File: src/rtl/pipe_stage_skid_pkg.sv
// ============================================================================
// Module  : pipe_pkg
// Brief   : Shared encodings, per-stage default widths and control bit map
//           for pipe_stage_skid.
// Rev     : 1.0  initial release
// ============================================================================
`default_nettype none

package pipe_pkg;

  // State encoding doubles as the occupancy count
  typedef enum logic [1:0] {
    ST_EMPTY = 2'd0,
    ST_ONE   = 2'd1,
    ST_FULL  = 2'd2
  } state_t;

  localparam int IF_ID_CTRL_W  = 8;
  localparam int IF_ID_DATA_W  = 64;
  localparam int ID_EX_CTRL_W  = 16;
  localparam int ID_EX_DATA_W  = 192;
  localparam int EX_MEM_CTRL_W = 12;
  localparam int EX_MEM_DATA_W = 128;
  localparam int MEM_WB_CTRL_W = 8;
  localparam int MEM_WB_DATA_W = 72;

  // Control field layout shared with the decoder
  localparam int CTRL_BIT_REGWRITE = 0;
  localparam int CTRL_BIT_MEMWRITE = 1;
  localparam int CTRL_BIT_MEMREAD  = 2;
  localparam int CTRL_BIT_ISFPU    = 3;
  localparam int CTRL_OP_LSB       = 4;
  localparam int CTRL_OP_W         = 6;

endpackage

`default_nettype wire

File: src/rtl/pipe_stage_skid_if.sv
// ============================================================================
// Module  : pipe_stage_skid_if
// Brief   : valid/ready handshake bundle carrying control and data payloads.
// Rev     : 1.0  initial release
// ============================================================================
`default_nettype none

interface pipe_stage_skid_if #(
  parameter int CTRL_W = 16,
  parameter int DATA_W = 192
);
  logic              valid;
  logic              ready;
  logic [CTRL_W-1:0] ctrl;
  logic [DATA_W-1:0] data;

  modport master (output valid, output ctrl, output data, input  ready);
  modport slave  (input  valid, input  ctrl, input  data, output ready);
endinterface

`default_nettype wire

File: src/rtl/pipe_stage_skid_perf_ctr.sv
// ============================================================================
// Module  : pipe_perf_ctr
// Brief   : 32-bit saturating event counter, used when PIPE_STAGE_SKID_PERF_EN
//           is defined.
// Rev     : 1.0  initial release
// ============================================================================
`default_nettype none

module pipe_perf_ctr (
  input  wire         clk,
  input  wire         rst,
  input  wire         i_inc,
  output logic [31:0] o_count
);

  logic [31:0] r_count;

  always_ff @(posedge clk) begin
    if (!rst) begin
      r_count <= 32'd0;
    end else if (i_inc && (r_count != 32'hFFFF_FFFF)) begin
      r_count <= r_count + 32'd1;
    end
  end

  assign o_count = r_count;

endmodule

`default_nettype wire

File: src/rtl/pipe_stage_skid.sv
// ============================================================================
// Module  : pipe_stage_skid
// Brief   : Pipeline stage register with valid/ready handshake and a 2-entry
//           skid buffer. PIPE_STAGE_SKID_PERF_EN adds stall/bubble counters.
// Rev     : 1.0  initial release
// ============================================================================
`default_nettype none

module pipe_stage_skid
  import pipe_pkg::*;
#(
  parameter int          CTRL_W   = ID_EX_CTRL_W,
  parameter int          DATA_W   = ID_EX_DATA_W,
  parameter int unsigned CLR_DATA = 1
) (
  input  wire               clk,
  input  wire               rst,
  input  wire               i_flush,
  pipe_stage_skid_if.slave  s_up,
  pipe_stage_skid_if.master m_dn,
  output logic [1:0]        o_occupancy
`ifdef PIPE_STAGE_SKID_PERF_EN
  ,
  output logic [31:0]       o_perf_stall_cnt,
  output logic [31:0]       o_perf_bubble_cnt
`endif
);

  localparam logic c_clr = (CLR_DATA != 0);

  state_t            r_state;
  logic              r_out_valid;
  logic              r_skid_valid;
  logic [CTRL_W-1:0] r_main_ctrl;
  logic [DATA_W-1:0] r_main_data;
  logic [CTRL_W-1:0] r_skid_ctrl;
  logic [DATA_W-1:0] r_skid_data;

  logic w_in_ready;
  logic w_acc;
  logic w_drn;

  // Backpressure comes from registered state only, never from downstream ready
  assign w_in_ready = rst & ~r_skid_valid;
  assign w_acc      = s_up.valid & w_in_ready;
  assign w_drn      = r_out_valid & m_dn.ready;

  always_ff @(posedge clk) begin
    if (!rst) begin
      r_state      <= ST_EMPTY;
      r_out_valid  <= 1'b0;
      r_skid_valid <= 1'b0;
      r_main_ctrl  <= '0;
      r_main_data  <= '0;
      r_skid_ctrl  <= '0;
      r_skid_data  <= '0;
    end else if (i_flush) begin
      r_state      <= ST_EMPTY;
      r_out_valid  <= 1'b0;
      r_skid_valid <= 1'b0;
      r_main_ctrl  <= '0;
      r_skid_ctrl  <= '0;
      if (c_clr) begin
        r_main_data <= '0;
        r_skid_data <= '0;
      end
    end else begin
      case (r_state)
        ST_EMPTY: begin
          if (w_acc) begin
            r_state     <= ST_ONE;
            r_out_valid <= 1'b1;
            r_main_ctrl <= s_up.ctrl;
            r_main_data <= s_up.data;
          end
        end
        ST_ONE: begin
          if (w_acc && w_drn) begin
            r_main_ctrl <= s_up.ctrl;
            r_main_data <= s_up.data;
          end else if (w_acc) begin
            r_state      <= ST_FULL;
            r_skid_valid <= 1'b1;
            r_skid_ctrl  <= s_up.ctrl;
            r_skid_data  <= s_up.data;
          end else if (w_drn) begin
            r_state     <= ST_EMPTY;
            r_out_valid <= 1'b0;
            r_main_ctrl <= '0;
            if (c_clr) begin
              r_main_data <= '0;
            end
          end
        end
        ST_FULL: begin
          // Skid always refills main so entry order is preserved
          if (w_drn) begin
            r_state      <= ST_ONE;
            r_skid_valid <= 1'b0;
            r_main_ctrl  <= r_skid_ctrl;
            r_main_data  <= r_skid_data;
            r_skid_ctrl  <= '0;
            if (c_clr) begin
              r_skid_data <= '0;
            end
          end
        end
        default: begin
          r_state      <= ST_EMPTY;
          r_out_valid  <= 1'b0;
          r_skid_valid <= 1'b0;
          r_main_ctrl  <= '0;
          r_skid_ctrl  <= '0;
        end
      endcase
    end
  end

  assign s_up.ready  = w_in_ready;
  assign m_dn.valid  = r_out_valid;
  assign m_dn.ctrl   = r_main_ctrl;
  assign m_dn.data   = r_main_data;
  assign o_occupancy = r_state;

`ifdef PIPE_STAGE_SKID_PERF_EN
  pipe_perf_ctr u_stall_ctr (
    .clk     (clk),
    .rst     (rst),
    .i_inc   (r_out_valid & ~m_dn.ready),
    .o_count (o_perf_stall_cnt)
  );

  pipe_perf_ctr u_bubble_ctr (
    .clk     (clk),
    .rst     (rst),
    .i_inc   (~r_out_valid & m_dn.ready),
    .o_count (o_perf_bubble_cnt)
  );
`endif

endmodule

`default_nettype wire

File: src/flat_wrapper.sv
// flat-port wrapper written by rule: the top's interface ports become plain ports
module pipe_stage_skid_flat import pipe_pkg::*;
#(
  parameter int          CTRL_W   = ID_EX_CTRL_W,
  parameter int          DATA_W   = ID_EX_DATA_W,
  parameter int unsigned CLR_DATA = 1
)
  (clk, rst, i_flush, o_occupancy, s_up_valid, s_up_ctrl, s_up_data, s_up_ready, m_dn_valid, m_dn_ctrl, m_dn_data, m_dn_ready);
  pipe_stage_skid_if #(.CTRL_W(CTRL_W), .DATA_W(DATA_W)) s_up_i ();
  pipe_stage_skid_if #(.CTRL_W(CTRL_W), .DATA_W(DATA_W)) m_dn_i ();
  input  wire clk;
  input  wire rst;
  input  wire i_flush;
  output logic [1:0] o_occupancy;
  input wire logic [$bits(s_up_i.valid)-1:0] s_up_valid;
  input wire logic [$bits(s_up_i.ctrl)-1:0] s_up_ctrl;
  input wire logic [$bits(s_up_i.data)-1:0] s_up_data;
  output wire logic [$bits(s_up_i.ready)-1:0] s_up_ready;
  output wire logic [$bits(m_dn_i.valid)-1:0] m_dn_valid;
  output wire logic [$bits(m_dn_i.ctrl)-1:0] m_dn_ctrl;
  output wire logic [$bits(m_dn_i.data)-1:0] m_dn_data;
  input wire logic [$bits(m_dn_i.ready)-1:0] m_dn_ready;
  assign s_up_i.valid = s_up_valid;
  assign s_up_i.ctrl = s_up_ctrl;
  assign s_up_i.data = s_up_data;
  assign s_up_ready = s_up_i.ready;
  assign m_dn_valid = m_dn_i.valid;
  assign m_dn_ctrl = m_dn_i.ctrl;
  assign m_dn_data = m_dn_i.data;
  assign m_dn_i.ready = m_dn_ready;
  pipe_stage_skid #(.CTRL_W(CTRL_W), .DATA_W(DATA_W), .CLR_DATA(CLR_DATA)) u_core (.clk(clk), .rst(rst), .i_flush(i_flush), .s_up(s_up_i), .m_dn(m_dn_i), .o_occupancy(o_occupancy));
endmodule
File: config.mk
export PLATFORM = sky130hd
export DESIGN_NAME = pipe_stage_skid_flat
export DESIGN_NICKNAME = d
export VERILOG_FILES = /design/src/rtl/pipe_stage_skid_pkg.sv /design/src/rtl/pipe_stage_skid_if.sv /design/src/rtl/pipe_stage_skid_perf_ctr.sv /design/src/rtl/pipe_stage_skid.sv /design/src/flat_wrapper.sv
export SDC_FILE = /design/constraint.sdc
export NUM_CORES = 1
export LEC_CHECK = 0
export CAP_MARGIN = 20
export CORE_MARGIN = 3
export CORE_UTILIZATION = 50
export DETAILED_ROUTE_END_ITERATION = 8
export GPL_TIMING_DRIVEN = 0
export PLACE_DENSITY = 0.84
export SYNTH_ARGS = -nofsm -noshare
export SYNTH_HDL_FRONTEND = slang
export SYNTH_SLANG_ARGS = --single-unit
File: constraint.sdc
create_clock -name clk -period 5.76 [get_ports clk]
set_input_delay 1.728 -clock clk [delete_from_list [all_inputs] [get_ports clk]]
set_output_delay 1.728 -clock clk [all_outputs]
set_load 0.02 [all_outputs]
Yosys cells after proc, flatten, opt, wreduce, memory -nomap -nowiden

Index checks and enable logic that the tools add are counted.

Flip-flop bits (word level): 420
Bits in latches: 0
Memory bits (writable): 0
ROM bits: 0
Logic and storage cells: 65
Memories kept: 0

$add $sub $neg: 0
Multipliers: 0
Divide/modulo/power cells: 0
Order comparisons: 0
Equality and inequality tests: 11
Shift operators: 0
Muxes and demuxes: 29
Bitwise gates (word level): 7
Reduce and logical (&&, ||, !) cells: 11

Operator list:

| cell                 | number |
|---|---|
| $mux W192            | 6 |
| $pmux W192 S3        | 1 |
| $pmux W192 S2        | 1 |
| $mux W16             | 6 |
| $pmux W16 S3         | 2 |
| $reduce_and A4 Y1    | 4 |
| $mux W2              | 5 |
| $reduce_and A5 Y1    | 2 |
| $ne A2 B1 Y1 const B | 4 |
| $ne A3 B1 Y1 const B | 2 |
| $pmux W1 S3          | 2 |
| $pmux W2 S3          | 1 |
| $mux W1              | 5 |
| $ne A2 B2 Y1 const B | 2 |
| $not A1 Y1           | 4 |
| $and A1 B1 Y1        | 3 |
| $ne A3 B3 Y1 const B | 1 |
| $reduce_bool A3 Y1   | 1 |
| $eq A2 B1 Y1 const B | 1 |
| $eq A2 B2 Y1 const B | 1 |
| $logic_not A2 Y1     | 1 |
| $reduce_bool A2 Y1   | 1 |
| $reduce_or A2 Y1     | 1 |
| $logic_and A1 B1 Y1  | 1 |

Logic depth before layout (Yosys ltp)

Depth in word-level cells: 6
Gate-level depth with buffers: 8

Worst setup path after synthesis

OpenSTA, ideal clock, no wires.

Path kind: input port to output port
From: in rst
To: out s_up_ready
Arrival time: 2055 ps
Data required time: 4032 ps
Setup slack: 1977 ps
Cell stages on the path: 1
Path buffers: 0
Path through: nor2b_1

Word-level cells in the longest chain between the ends: 1

Ends and longest elaborated chain:

| what               | line                  | source |
|---|---|---|
| start: declaration | flat_wrapper.sv:12    | `input wire rst;` |
| $and A1 B1 Y1      | pipe_stage_skid.sv:44 | `assign w_in_ready = rst & ~r_skid_valid;` |
| end: declaration   | flat_wrapper.sv:18    | `output wire logic [$bits(s_up_i.ready)-1:0] s_up_ready;` |

No other way between the ends.

Worst setup path after layout

Ends and elaborated chain as after synthesis.

==> out/qor.yml <==
grt_overflow: 0
crit_arrival_ps: 3070
drive_gt1_share_pct: 6.05
h-tree-depth: 2
die_x_microns: 190
synthToLayoutAreaGrowth_pct: 36.8
setup_violations: 0
synth_common_cells: "420 x dfxtp_1, 402 x a21oi_1, 227 x o21ai_0, 224 x a22oi_1, 193 x nand2_1"
clock_latency_ps: 540
relSlewSlack_pct: 31.7
routed_wl_mm: 63.2
dp_hpwl_mm: 46.0
switching_share_pct: 25.9
cts-resized-gates: 0
clk_pin_slew_worst_paths_ps: 60
hold_class: "reg2reg"
drcViolationCount: 0
power_frac_seq_pct: 44.5
critPathCaptureType: "output port"
synth_top_area_share_pct: 49.6
cp.required_ps: 4030
dr.pass1.iters: 6
dieArea_sq_mm: 0.0362
numCtsBuffers: 43
portBuffers: 424
drtIter0Drc: 1860
place.gp.congestion: 0.944
combPwrFrac_pct: 14.5
ir_worst_vdd_mv: 0.220
ios: 425
syn_avg_cell_area_sq_um: 8.56
ys_types: 39
mappedNetlistNets: 2197
track_usage_pct: 33.1
wl_per_cell_microns: 21.6
grt_pass1_wl_mm: 96.3
power_density_mw_per_mm2: 296
timing.setup.critical_path_class: "in2out"
ys_seq_elements: 420
vias: 18046
syn_inst: 1980
rsz0062_at_grt: "false"
ant_nets: 0
async_flop_share_pct: 0
synth_area_sq_mm: 0.0170
maxCapViolations: 0
p_switching_mw: 1.78
power.internal_mw: 5.09
cts_tree: "done"
fmax_mhz: 208
cp-start-kind: "input pin"
antenna_found_initial: 8
postCtsSetupBuffers: 0
skew_ps: 17.3
hold_buffers: 0
grt_pass1_vias: 17371
clock_tree.buffer_depth: 3
initial_utilization_pct: 51.5
synth_edf_count: 0
status: "complete, no violations"
die_h_microns: 190
synth_top_area_cell: "dfxtp_1"
clockPowerShare_pct: 41.0
synth-main-ff-cell: "dfxtp_1"
routed_via_density: 6.16
path_max_fanout: 4
synth_seq_area_share_pct: 49.6
yosys_warnings: 0
maxSlewViolCount: 0
synth.most_common_cell: "dfxtp_1"
fin_tns_setup_ps: 0
period_share_pct: 83.4
grt_max_degree: 15
std_cell_rows: 66
synth_area_leaders: "dfxtp_1 50%, a21oi_1 12%, a22oi_1 9.9%"
p_leak_nw: 7.90
hold_viol: 0
clock_sinks: 420
layout_min_cycle_time_ps: 4800
post-route-util_pct: 70.4
coreArea_sq_mm: 0.0329
tightest_slew_ps: 1020
layout.nets: 2666
cts_root_buf: "clkbuf_16"
final timing paths:
path / from / endpoint / slack [ps] / cells after the start
worst max register to register: u_core.o_occupancy[1] / u_core.m_dn.data[12] / 3150 / 7
worst min-delay path: u_core.r_skid_data[48] / u_core.r_skid_data[48] / 470 / 2
worst min register to register: u_core.r_skid_data[48] / u_core.r_skid_data[48] / 470 / 2
worst max-delay path: rst / s_up_ready / 960 / 3
state kept, by name, summed over array words and instances (netlist names):
register             flops
u_core.r_skid_ctrl      16
u_core.o_occupancy       2
u_core.m_dn.ctrl        16
u_core.m_dn.data       192
u_core.r_skid_valid      1
u_core.r_skid_data     192
u_core.m_dn.valid        1
cell type report:
type,instances,area (sq um)
plain buffers,237,991
flip-flops and latches,420,8410
multi-input cells,1320,7540
diodes,7,17.5
well taps,442,553
fillers,2571,9760
clock inverters,10,128
clock buffers,65,1290
inverters,3,11.3
repair buffers,424,4240
through the flow:
stage | hold slack [ps] | std cells | cell area [sq um] | worst slack, ps | power (mW)
CTS | 468 | 2921 | 23200 | 954 | 6.86
floorplan | 448 | 1980 | 17000 | 1980 | 3.59
finish | 467 | 2928 | 23200 | 957 | 6.87
global placement | 453 | 2846 | 21700 | 995 | 4.07
global route | 482 | 2926 | 23200 | 905 | 7.07
detailed placement | 460 | 2846 | 21700 | 961 | 4.09
kinds of logic after synthesis:
logic type / count (synthesis) / synth area share [%]
muxes: 1 / 0.0590
and+or+nand+nor: 257 / 6.44
buffers and inverters: 240 / 5.91
DFF: 420 / 49.6
AOI/OAI and AO/OA: 1058 / 37.7
adders and majority gates: 4 / 0.295
critical path, stage by stage:
cell	delay [ps]
clkdlybuf4s50_1	570
nor2b_1	170
clkdlybuf4s50_1	610
cells in the final DEF (no fill, tap or decap), drive strengths merged, types with 2 or more instances in the layout:
master / n
a211oi: 2
a21o: 2
a21oi: 402
a22oi: 224
and2: 2
buf: 98
bufinv: 3
clkbuf: 204
clkdlybuf4s50: 424
clkinv: 6
dfxtp: 420
diode: 7
ha: 4
inv: 3
nand2: 193
nand3: 2
nand3b: 2
nand4: 32
nor2: 19
nor2b: 2
o21ai: 229
o31ai: 192
o41ai: 2
power by group through the flow:
stage,Clock [mW],Combinational (mW),Sequential (mW)
floorplan,0,0.400,3.19
global placement,0,0.951,3.11
detailed placement,0,0.969,3.12
CTS,2.83,0.977,3.06
global route,2.94,1.06,3.06
finish,2.82,0.994,3.06
per-layer routing:
metal  part of all wire [%]  wire (microns)  up-vias  global-route usage [%]
met1                     39           24400     8535                    41.0
met2                     46           29400     1016                    54.5
met3                     10            6470      176                    8.44
li1                       -               -     8313                       -
met5                  0.068              43        -                       0
met4                    4.6            2920        6                    14.7
Note: power is estimated with default switching activity, not from simulation.
